**src/rtl/fp16_to_fp8_packer.sv**
```systemverilog
// Collects byte-serial FP16 words, converts each to FP8 E4M3 (RNE, saturation, subnormals)
// and queues the results in a small FIFO behind a valid/ready byte interface.
//
//   state | meaning
//   LO    | waiting for the low byte of the next FP16 word
//   HI    | low byte held, waiting for the high byte
module fp16_to_fp8_packer #(
   parameter int FIFO_DEPTH = 4,
   parameter bit SATURATE   = 1'b1
) (
   input  logic                            clk,
   input  logic                            rst_n,
   input  logic                            clr,
   input  logic [7:0]                      in_byte,
   input  logic                            in_valid,
   output logic                            in_ready,
   output logic [7:0]                      out_data,
   output logic                            out_valid,
   input  logic                            out_ready,
   output logic                            sat_sticky,
   output logic                            nan_sticky,
   output logic [$clog2(FIFO_DEPTH):0]     fifo_level
);

   localparam int AW = $clog2(FIFO_DEPTH);
   localparam int LW = AW + 1;

   typedef enum logic {LO = 1'b0, HI = 1'b1} phase_t;

   phase_t         phase;
   logic           rst_q;
   logic [7:0]     lo_byte;
   logic [15:0]    stage_word;
   logic           stage_valid;
   logic [7:0]     mem [FIFO_DEPTH];
   logic [AW-1:0]  wr_ptr;
   logic [AW-1:0]  rd_ptr;
   logic [LW-1:0]  count;

   logic           push;
   logic           pop;
   logic           accept;
   logic [7:0]     conv_byte;
   logic           conv_sat;
   logic           conv_nan;

   // Stage slot is reserved against FIFO space so a staged word can always be pushed.
   assign in_ready   = rst_q && ((count + LW'(stage_valid)) < LW'(FIFO_DEPTH));
   assign accept     = in_valid && in_ready;
   assign out_valid  = (count != '0);
   assign out_data   = out_valid ? mem[rd_ptr] : 8'h00;
   assign fifo_level = count;
   assign push       = rst_n && !clr && stage_valid;
   assign pop        = out_valid && out_ready;

   // FP16 -> E4M3 conversion of the staged word
   always_comb begin
      logic       s;
      logic [4:0] e;
      logic [9:0] m;
      logic [5:0] ef;
      logic [5:0] ef_r;
      logic [2:0] mant;
      logic [3:0] mant4;
      logic       up;
      logic       ovf;
      logic [2:0] k;
      logic [17:0] t;
      logic       up_s;
      logic [3:0] r4;

      s     = stage_word[15];
      e     = stage_word[14:10];
      m     = stage_word[9:0];
      ef    = {1'b0, e} - 6'd8;
      mant  = m[9:7];
      up    = m[6] && ((|m[5:0]) || mant[0]);
      mant4 = {1'b0, mant} + {3'b000, up};
      ef_r  = ef + {5'b00000, mant4[3]};
      k     = 3'(5'd8 - e);
      t     = {1'b1, m, 7'b0000000} >> k;
      up_s  = t[14] && ((|t[13:0]) || t[15]);
      r4    = {1'b0, t[17:15]} + {3'b000, up_s};
      ovf   = 1'b0;

      conv_byte = {s, 7'h00};
      conv_sat  = 1'b0;
      conv_nan  = 1'b0;

      if (e == 5'd31) begin
         if (m != '0) begin
            conv_byte = {s, 7'h7F};
            conv_nan  = 1'b1;
         end else begin
            ovf = 1'b1;
         end
      end else if (e == 5'd0) begin
         conv_byte = {s, 7'h00};
      end else if (e >= 5'd9) begin
         if ((ef_r > 6'd15) || ((ef_r == 6'd15) && (mant4[2:0] == 3'b111)))
            ovf = 1'b1;
         else
            conv_byte = {s, ef_r[3:0], mant4[2:0]};
      end else begin
         // r4 == 8 lands exactly on the minimum normal encoding
         conv_byte = {s, 3'b000, r4};
      end

      if (ovf) begin
         conv_byte = SATURATE ? {s, 7'h7E} : {s, 7'h7F};
         conv_sat  = 1'b1;
      end
   end

   always_ff @(posedge clk) begin
      if (!rst_n) begin
         rst_q       <= 1'b0;
         phase       <= LO;
         lo_byte     <= 8'h00;
         stage_word  <= 16'h0000;
         stage_valid <= 1'b0;
         wr_ptr      <= '0;
         rd_ptr      <= '0;
         count       <= '0;
         sat_sticky  <= 1'b0;
         nan_sticky  <= 1'b0;
      end else begin
         rst_q <= 1'b1;
         if (clr) begin
            phase       <= LO;
            stage_valid <= 1'b0;
            wr_ptr      <= '0;
            rd_ptr      <= '0;
            count       <= '0;
         end else begin
            stage_valid <= 1'b0;
            if (accept) begin
               case (phase)
                  LO: begin
                     lo_byte <= in_byte;
                     phase   <= HI;
                  end
                  HI: begin
                     stage_word  <= {in_byte, lo_byte};
                     stage_valid <= 1'b1;
                     phase       <= LO;
                  end
                  default: phase <= LO;
               endcase
            end
            if (push) begin
               wr_ptr     <= wr_ptr + AW'(1);
               sat_sticky <= sat_sticky | conv_sat;
               nan_sticky <= nan_sticky | conv_nan;
            end
            if (pop)
               rd_ptr <= rd_ptr + AW'(1);
            count <= count + LW'(push) - LW'(pop);
         end
      end
   end

   always_ff @(posedge clk) begin
      if (push)
         mem[wr_ptr] <= conv_byte;
   end

endmodule

```
**config.mk**
```make
export PLATFORM = sky130hd
export DESIGN_NAME = fp16_to_fp8_packer
export DESIGN_NICKNAME = d
export VERILOG_FILES = /design/src/rtl/fp16_to_fp8_packer.sv
export SDC_FILE = /design/constraint.sdc
export NUM_CORES = 1
export LEC_CHECK = 0
export CAP_MARGIN = 15
export CORE_MARGIN = 2
export CORE_UTILIZATION = 63
export DETAILED_ROUTE_END_ITERATION = 10
export DONT_BUFFER_PORTS = 1
export GPL_TIMING_DRIVEN = 0
export PLACE_DENSITY = 0.78
export SYNTH_ARGS = -nofsm -noshare
export SYNTH_HDL_FRONTEND = slang
export SYNTH_SLANG_ARGS = --single-unit
```
**constraint.sdc**
```tcl
create_clock -name clk -period 3.9 [get_ports clk]
set_clock_uncertainty 0.1 [all_clocks]
set_input_delay 0.195 -clock clk [delete_from_list [all_inputs] [get_ports clk]]
set_output_delay 0.195 -clock clk [all_outputs]
set_load 0.1 [all_outputs]
```
==> impl_metrics.py, run 1 <==
metrics = {
    "yosys": {
        "yosysTopAreaCell": "edfxtp_1",
        "yosysWarnings": 0,
        "synthCells": 300,
        "syn_nets": 328,
        "async_flop_share": 0,
        "synth.avg_cell_area_um2": 11.2,
        "yosysSeqAreaShare": 0.515,
        "syn-cell-area_um2": 3350,
        "synth_ff_type": "dfxtp_1",
        "synth.distinct_cells": 54,
        "synth_edf_count": 32,
        "synth_seq_cells": 70,
        "yosys-top-cells-area": "edfxtp_1 29%, dfxtp_1 23%, mux4_2 5.4%",
        "synth_top_area_frac": 0.287,
    },
    "routing": {
        "via_per_inst": 5.67,
        "ant_nets": 0,
        "drt-pass1-iter-count": 4,
        "vias": 2261,
        "drt_iter0_markers": 134,
        "drc_errors": 0,
        "wl_per_cell_um": 15.3,
        "routed_wl_um": 6100,
    },
    "floorplan": {
        "start_util": 0.655,
        "coreArea_um2": 5110,
        "io_pins": 28,
        "die_w_um": 76.9,
        "row_count": 26,
        "die_height_um": 76.9,
        "die-area_um2": 5910,
    },
    "layout": {
        "num_antenna_cells": 0,
        "final_cell_mix": "38 x nand2_1, 38 x dfxtp_1, 32 x edfxtp_1",
        "fin_nets": 352,
        "areaGrowthSynthToFinish_pct": 12.0,
        "drive_gt1_frac": 0.125,
        "fin_area_um2": 3750,
    },
    "timing": {
        "fin_crit_sh": 0.936,
        "slew_headroom": 0.238,
        "rsz0062_at_grt": "false",
        "worst_slew_pin_slew_ns": 1.14,
        "fin_crit_ns": 3.65,
        "fin_tns_setup_ns": 0,
        "finalSetupViolCount": 0,
        "timing.fmax_ghz": 0.274,
        "hold_viol": 0,
        "report.final.slew_viol_count": 0,
    },
    "placement": {
        "postPlaceCellArea_um2": 3430,
        "dp_hpwl_um": 4190,
        "io_buffers": 0,
        "gp_congestion": 0.838,
    },
    "global_route": {
        "grt_pass1_vias": 2215,
        "grt_overflow": 0,
        "grt_max_degree": 13,
        "grtUsageTotal": 0.227,
        "antenna_found_initial": 0,
        "grt_pass1_wl_um": 10300,
    },
    "clock_tree": {
        "clock-sinks": 70,
        "cts-hold-fix-buffers": 13,
        "cts_htree_levels": 3,
        "numCtsBuffers": 9,
        "cts-root-buf": "clkbuf_8",
        "postCtsSetupBuffers": 0,
        "cts_buffer_depth": 2,
        "clk_latency_ns": 0.34,
        "post_cts_resized": 0,
        "cts_tree": "built",
        "clkTransAtPathRegs_ns": 0.08,
    },
    "setup_path": {
        "cp-start-kind": "flop",
        "cp-end-kind": "flop",
        "crit_arrival_ns": 3.77,
        "cp_max_fo": 10,
        "required_ns": 4.02,
        "path_class": "flop to flop",
    },
    "pwr": {
        "netSwitchingFraction": 0.220,
        "p_int_mw": 1.05,
        "seqPwrFrac": 0.572,
        "peakVddDrop_mv": 0.266,
        "power.density_nw_per_um2": 358,
        "p_switching_mw": 0.295,
        "leakage_nw": 1.38,
        "comb_power_share": 0.035,
        "pwr-share-clk": 0.393,
    },
    "outcome": {
        "status": "complete, no violations",
    },
    "run": {
        "drv_cap": 0,
    },
    "hold_path": {
        "hp-class": "primary input to flop",
    },
}
[flip-flops by register name, indices dropped and copies added (netlist names), 2 cells and up, named ones only]
register and flops:
mem 32, stage_word 16, lo_byte 8, fifo_level 3, rd_ptr 2, wr_ptr 2
[power groups by stage]
| stage | sequential (mW) | combinational (mW) | clock, mW |
|---|---|---|---|
| finish | 0.768 | 0.0469 | 0.528 |
| global route | 0.768 | 0.0517 | 0.568 |
| CTS | 0.767 | 0.0465 | 0.534 |
| detailed placement | 0.784 | 0.0353 | 0 |
| global placement | 0.784 | 0.0346 | 0 |
| floorplan | 0.784 | 0.0287 | 0 |
[routing by layer]
layer / vias to the layer above / global-route usage / wire [µm] / part of all wire
met1: 1082 / 0.262 / 2630 / 0.43
met3: 8 / 0.0447 / 202 / 0.033
met2: 45 / 0.407 / 3170 / 0.52
met5: - / 0 / 0 / 0
li1: 1126 / - / - / -
met4: 0 / 0.104 / 99 / 0.016
[synthesized netlist by cell type (all sizes together) (2+ instances only)]
library cell / count
xnor2: 6
o41a: 2
xor2: 4
buf: 7
and2: 13
clkbuf: 11
ha: 14
mux2i: 17
nand4: 3
o211ai: 3
nor2: 18
nand2b: 3
nand2: 39
a41oi: 2
o21ai: 11
a21oi: 4
mux2: 2
o31ai: 2
a31oi: 2
dfxtp: 38
inv: 10
nor2b: 4
nor3: 7
nand3: 13
o21a: 2
edfxtp: 32
and3: 5
mux4: 8
[cell families after synthesis]
family          Yosys count  share of synthesized area
compound gates           38                     0.0838
xor+xnor                 10                     0.0262
fa+ha+maj                15                     0.0583
buf+inv                  28                     0.0385
flops                    70                      0.515
mux                      27                      0.111
simple gates            112                      0.167
[per-stage QoR]
step	hold WS (ns)	worst slack [ns]	instances	utilization	total power, mW
6_report	0.108	0.249	399	0.734	1.34
5_1_grt	0.132	0.0426	399	0.734	1.39
4_1_cts	0.0976	0.253	399	0.734	1.35
3_5_place_dp	0.123	0.266	370	0.672	0.819
3_3_place_gp	0.123	0.322	370	0.672	0.818
2_1_floorplan	0.123	0.487	300	-	0.812
[final timing paths]
check / start / to / slack, ns / cells after the start
setup reg to reg: fifo_level[1] / fifo_level[2] / 0.25 / 11
setup / recovery: fifo_level[1] / fifo_level[2] / 0.25 / 11
hold / removal: clr / stage_word[1] / 0.11 / 3
hold reg to reg: lo_byte[2] / stage_word[2] / 0.37 / 2
[worst max-delay path: stages, from the launching register on]
cell      delay, ns
dfxtp_1        1.08
or3_1          0.22
clkbuf_2       0.55
and2_1         0.30
ha_1           0.25
inv_1          0.06
ha_1           0.13
inv_1          0.05
fa_1           0.37
xor2_1         0.17
xnor2_1        0.20
nor2_1         0.06
[cell type report]
cell class                      count  area (µm²)
Buffer                             18        92.6
Clock buffer                       11         151
Clock inverter                      5        32.5
Fill cell                         359        1360
Inverter                           10        37.5
Multi-Input combinational cell    202        1500
Sequential cell                    70        1720
Tap cell                           70        87.6
Timing Repair Buffer               13         130
Power figures use the tool's default switching activity.
==> inputs of run 2 (changes only) <==
--- a/config.mk
+++ b/config.mk
@@ -7,11 +7,11 @@
 export LEC_CHECK = 0
 export CAP_MARGIN = 15
 export CORE_MARGIN = 2
-export CORE_UTILIZATION = 63
+export CORE_UTILIZATION = 50
 export DETAILED_ROUTE_END_ITERATION = 10
 export DONT_BUFFER_PORTS = 1
 export GPL_TIMING_DRIVEN = 0
-export PLACE_DENSITY = 0.78
+export PLACE_DENSITY = 0.64
 export SYNTH_ARGS = -nofsm -noshare
 export SYNTH_HDL_FRONTEND = slang
 export SYNTH_SLANG_ARGS = --single-unit
==> constraint.sdc (replaced) <==
create_clock -name clk -period 3.7 [get_ports clk]
set_clock_uncertainty 0.1 [all_clocks]
set_input_delay 0.185 -clock clk [delete_from_list [all_inputs] [get_ports clk]]
set_output_delay 0.185 -clock clk [all_outputs]
set_load 0.1 [all_outputs]
==> run 2 against run 1 <==
The run now ends with design-rule violations left. Highest routed layer unchanged. Setup slack worse by 0.060 ns. Global-route usage is 4.8 points lower. Count of clock-buffer cells in the layout did not move. Maximum frequency increased by 4.0%. Worst hold slack worse by 0.0060 ns. Final area grew 0.67%. Cell count rose by 1.8%. Critical path type unchanged. Largest power group unchanged. Non-clock buffer count unchanged.
==> impl_metrics.py, run 2 (synthesis gave the netlist of run 1 again) <==
metrics = {
    "timing": {
        "report.final.slew_viol_count": 0,
        "timing.fmax_ghz": 0.285,
        "slew_headroom": 0.297,
        "worst_slew_pin_slew_ns": 1.05,
        "fin_crit_ns": 3.51,
        "finalSetupViolCount": 0,
        "fin_crit_sh": 0.949,
        "rsz0062_at_grt": "false",
        "fin_tns_setup_ns": 0,
        "hold_viol": 0,
        "layout_setup_ws_ns": 0.189,
    },
    "outcome": {
        "status": "complete, but fails checks",
        "violations": "design-rule violations",
    },
    "layout": {
        "drive_gt1_frac": 0.128,
        "largest_register_ffs": 32,
        "final_cell_mix": "38 x nand2_1, 36 x dfxtp_1, 32 x edfxtp_1",
        "areaGrowthSynthToFinish_pct": 12.8,
        "fin_util": 0.588,
        "fin_nets": 352,
        "regMostFlops": "mem",
        "layout_commonest_cell": "nand2_1",
        "fin_area_um2": 3770,
        "reg.largest.list": "mem (32), stage_word (16), lo_byte (8)",
        "fillers": 527,
        "num_antenna_cells": 0,
    },
    "routing": {
        "ant_nets": 0,
        "routed_wl_um": 6210,
        "via_per_inst": 5.53,
        "drt-pass1-iter-count": 7,
        "drc_errors": 2,
        "drt_iter0_markers": 87,
        "wl_per_cell_um": 15.3,
        "vias": 2247,
    },
    "clock_tree": {
        "clkTransAtPathRegs_ns": 0.08,
        "cts_htree_levels": 3,
        "clock-sinks": 70,
        "postCtsSetupBuffers": 0,
        "cts_tree": "built",
        "cts-root-buf": "clkbuf_8",
        "cts_buffer_depth": 2,
        "clk_latency_ns": 0.34,
        "numCtsBuffers": 9,
    },
    "setup_path": {
        "crit_arrival_ns": 3.63,
        "path_buf_inv": 3,
        "slowest_stage": "dfxtp_1",
        "max_stage_delay_ns": 1.02,
        "cp_max_fo": 10,
        "cpLargestDelayFamily": "flip-flops",
        "rr_startpoint": "fifo_level[0]",
        "cp-start-kind": "flop",
        "crit_chain": "or3_1 > clkbuf_2 > and2_1 > ha_1 > inv_1 > ha_1 > inv_1 > fa_1 > xor2_1 > xnor2_1 > nor2_1",
        "r2r_cells": 11,
        "required_ns": 3.82,
        "critPathLaunch": "fifo_level[0]",
        "path_class": "flop to flop",
        "cp-end-kind": "flop",
        "reg2reg_slack_ns": 0.19,
        "r2r_end": "fifo_level[2]",
    },
    "floorplan": {
        "row_count": 29,
        "die_height_um": 85.8,
        "die-area_um2": 7360,
        "coreArea_um2": 6420,
        "io_pins": 28,
        "start_util": 0.521,
        "die_w_um": 85.8,
    },
    "hold_path": {
        "hp-class": "primary input to flop",
        "hold_start": "clr",
        "hold_path_depth": 3,
        "whs_endpoint": "stage_word[2]",
    },
    "placement": {
        "dp_hpwl_um": 4420,
        "gp_congestion": 0.842,
        "io_buffers": 0,
        "detailedPlace.worstSlack_ns": 0.0608,
        "postPlaceCellArea_um2": 3440,
    },
    "pwr": {
        "power.density_nw_per_um2": 393,
        "total_power_mw": 1.48,
        "leakage_nw": 1.39,
        "peakVddDrop_mv": 0.224,
    },
    "global_route": {
        "grt_max_degree": 14,
        "grt_pass1_vias": 2144,
        "antenna_found_initial": 0,
        "grt_overflow": 0,
        "grt_pass1_wl_um": 10100,
        "grtUsageTotal": 0.180,
    },
    "run": {
        "drv_cap": 0,
    },
}
-- run 2: how the worst max path moves through the flow --
stage / depth (start not counted) / endpoint / slack, ns
global placement: 11 / fifo_level[2] / 0.11
CTS: 11 / fifo_level[2] / 0.04
floorplan: 11 / fifo_level[2] / 0.29
finish: 11 / fifo_level[2] / 0.19
global route: 11 / fifo_level[2] / 0.03
detailed placement: 11 / fifo_level[2] / 0.06
-- run 2: routing by layer --
metal / GRT usage / share of wire
met4: 0.0866 / 0.014
met2: 0.299 / 0.49
met3: 0.0298 / 0.038
met1: 0.228 / 0.46
met5: 0 / 0
-- run 2: metrics by stage --
| stage | std cells | hold slack (ns) |
|---|---|---|
| floorplan | 300 | 0.113 |
| global placement | 377 | 0.113 |
| detailed placement | 377 | 0.113 |
| CTS | 406 | 0.0906 |
| global route | 406 | 0.131 |
| finish | 406 | 0.102 |
-- run 2: report_power, final --
| group | internal (mW) | switching (mW) |
|---|---|---|
| Combinational | 0.0184 | 0.0315 |
| Sequential | 0.806 | 0.00245 |
| Clock | 0.332 | 0.290 |
| Total | 1.16 | 0.324 |
-- run 2: area by class of cell --
type,instances,area (µm²),share of cell area
buffer,18,92.6,0.0245
inverter,10,37.5,0.00995
clock buffer,11,141,0.0375
multi-input combinational,202,1500,0.396
tap,77,96.3,0.0255
clock inverter,5,56.3,0.0149
sequential,70,1720,0.457
timing repair buffer,13,130,0.0345
-- run 2: worst min-delay path, delay by kind of cell --
kind             cells  cell delay, ns
multiplexers         1            0.10
AND/OR/NAND/NOR      2            0.21
-- run 2: timing repair --
action	CTS	global route
setup endpoints to repair	0	1
endpoints found under the hold margin	18	0
resized for setup	0	2
hold buffers	13	0
==> inputs of run 3 (changes only) <==
--- a/config.mk
+++ b/config.mk
@@ -12,6 +12,7 @@
 export DONT_BUFFER_PORTS = 1
 export GPL_TIMING_DRIVEN = 0
 export PLACE_DENSITY = 0.64
+export RECOVER_POWER = 100
 export SYNTH_ARGS = -nofsm -noshare
 export SYNTH_HDL_FRONTEND = slang
 export SYNTH_SLANG_ARGS = --single-unit
==> run 3 against run 2 <==
The flow still finishes with violations (design-rule violations). Register-to-register slack about the same. Sequential cell count unchanged. Power up 0.11%. Critical path type unchanged. First-iteration DRC count up 3.4%. Setup slack about the same. Final area down 0.63%. Clock power about the same. Cell count unchanged. Highest routed layer unchanged. Global-route usage unchanged. Core utilization down 0.37 points.
==> impl_metrics.py, run 3 (synthesis gave the netlist of run 1 again) <==
metrics = {
    "timing": {
        "hold_ws_ns": 0.110,
        "fin_tns_setup_ns": 0,
        "slew_headroom": 0.297,
        "report.final.slew_viol_count": 0,
        "layout_setup_ws_ns": 0.189,
        "timing.fmax_ghz": 0.285,
        "worst_slew_pin_slew_ns": 1.05,
        "hold_viol": 0,
        "finalSetupViolCount": 0,
        "rsz0062_at_grt": "false",
        "fin_crit_sh": 0.949,
        "fin_crit_ns": 3.51,
    },
    "placement": {
        "detailedPlace.worstSlack_ns": 0.0608,
        "dp_hpwl_um": 4420,
        "place_inst": 377,
        "io_buffers": 0,
        "gp_congestion": 0.842,
    },
    "clock_tree": {
        "cts-root-buf": "clkbuf_8",
        "cts_tree": "built",
        "clk_latency_ns": 0.34,
        "cts_htree_levels": 3,
        "cts_buffer_depth": 2,
        "clkTransAtPathRegs_ns": 0.08,
        "clock-sinks": 70,
        "numCtsBuffers": 9,
    },
    "global_route": {
        "grtUsageTotal": 0.180,
        "grt_max_degree": 14,
        "grt_pass1_wl_um": 10100,
        "antenna_found_initial": 0,
        "grt_pass1_vias": 2144,
        "grt_overflow": 0,
    },
    "setup_path": {
        "cp-start-kind": "flop",
        "slowest_stage": "dfxtp_1",
        "crit_arrival_ns": 3.63,
        "rr_startpoint": "fifo_level[0]",
        "required_ns": 3.82,
        "r2r_end": "fifo_level[2]",
        "cp-end-kind": "flop",
        "crit_chain": "or3_1 > clkbuf_2 > and2_1 > ha_1 > inv_1 > ha_1 > inv_1 > fa_1 > xor2_1 > xnor2_1 > nor2_1",
        "path_class": "flop to flop",
        "r2r_cells": 11,
        "endpoint": "fifo_level[2]",
        "max_stage_delay_ns": 1.02,
        "reg2reg_slack_ns": 0.19,
        "critPathLaunch": "fifo_level[0]",
        "cp_max_fo": 10,
    },
    "pwr": {
        "leakage_nw": 1.38,
        "peakVddDrop_mv": 0.224,
        "power.density_nw_per_um2": 395,
    },
    "routing": {
        "ant_nets": 0,
        "via_per_inst": 5.54,
        "wl_per_cell_um": 15.4,
        "drt-pass1-iter-count": 7,
        "routed_wl_um": 6260,
        "drt_iter0_markers": 90,
        "drc_errors": 2,
        "vias": 2251,
    },
    "floorplan": {
        "die_w_um": 85.8,
        "coreArea_um2": 6420,
        "io_pins": 28,
        "start_util": 0.521,
        "die_height_um": 85.8,
        "die-area_um2": 7360,
        "row_count": 29,
    },
    "layout": {
        "num_antenna_cells": 0,
        "regMostFlops": "mem",
        "final_cell_mix": "39 x nand2_1, 36 x dfxtp_1, 32 x edfxtp_1",
        "final_cells": 406,
        "drive_gt1_frac": 0.106,
        "largest_register_ffs": 32,
        "areaGrowthSynthToFinish_pct": 12.1,
        "fin_nets": 352,
        "reg.largest.list": "mem (32), stage_word (16), lo_byte (8)",
        "layout_commonest_cell": "nand2_1",
        "fin_util": 0.584,
    },
    "outcome": {
        "violations": "design-rule violations",
        "status": "complete, but fails checks",
    },
    "run": {
        "drv_cap": 0,
    },
    "hold_path": {
        "hp-class": "primary input to flop",
    },
}
==> run 3: worst min path at each step <==
stage	startpoint	endpoint	slack, ns	cells after the start
floorplan	rst_n	rst_q	0.11	0
global placement	rst_n	rst_q	0.11	0
detailed placement	rst_n	rst_q	0.11	0
CTS	clr	stage_word[4]	0.09	3
global route	out_ready	rd_ptr[0]	0.14	3
finish	out_ready	flop	0.11	3
==> run 3: metrics by stage <==
| step | instance area, µm² | total power, mW |
|---|---|---|
| after CTS | 3770 | 1.50 |
| after global placement | 3440 | 0.864 |
| after floorplan | 3350 | 0.856 |
| after global routing | 3750 | 1.53 |
| final | 3750 | 1.48 |
| after detailed placement | 3440 | 0.864 |
==> run 3: where the power goes <==
part | total, mW | internal (mW) | switching (mW)
logic | 0.0491 | 0.0179 | 0.0312
clock network | 0.625 | 0.332 | 0.293
registers | 0.808 | 0.806 | 0.00224
==> run 3: final cells by class <==
| type | count | area (µm²) |
|---|---|---|
| sequential | 70 | 1720 |
| fill | 529 | 2670 |
| clock buffer | 11 | 141 |
| multi-input combinational | 202 | 1480 |
| buffer | 18 | 86.3 |
| tap | 77 | 96.3 |
| clock inverter | 5 | 56.3 |
| inverter | 10 | 37.5 |
| timing repair buffer | 13 | 130 |
==> run 3: timing repair <==
action                     4_1_cts  5_1_grt
buffers inserted                 0        0
hold endpoints to repair        18        0
setup endpoints to repair        0        1
resized for setup                0        2
hold buffers                    13        0
==> run 3: layer usage <==
| layer | global-route usage | share of wire |
|---|---|---|
| met3 | 0.0298 | 0.030 |
| met4 | 0.0866 | 0.014 |
| met2 | 0.299 | 0.49 |
| met1 | 0.228 | 0.47 |
| met5 | 0 | 0 |
==> run 3: worst max-delay path: cells and delay by family, from the launching register on <==
kind | cells | cell delay, ns
DFF | 1 | 1.02
and+or+nand+nor | 3 | 0.55
buffers and inverters | 3 | 0.65
xor gates and xnor gates | 2 | 0.34
adders and majority gates | 3 | 0.75
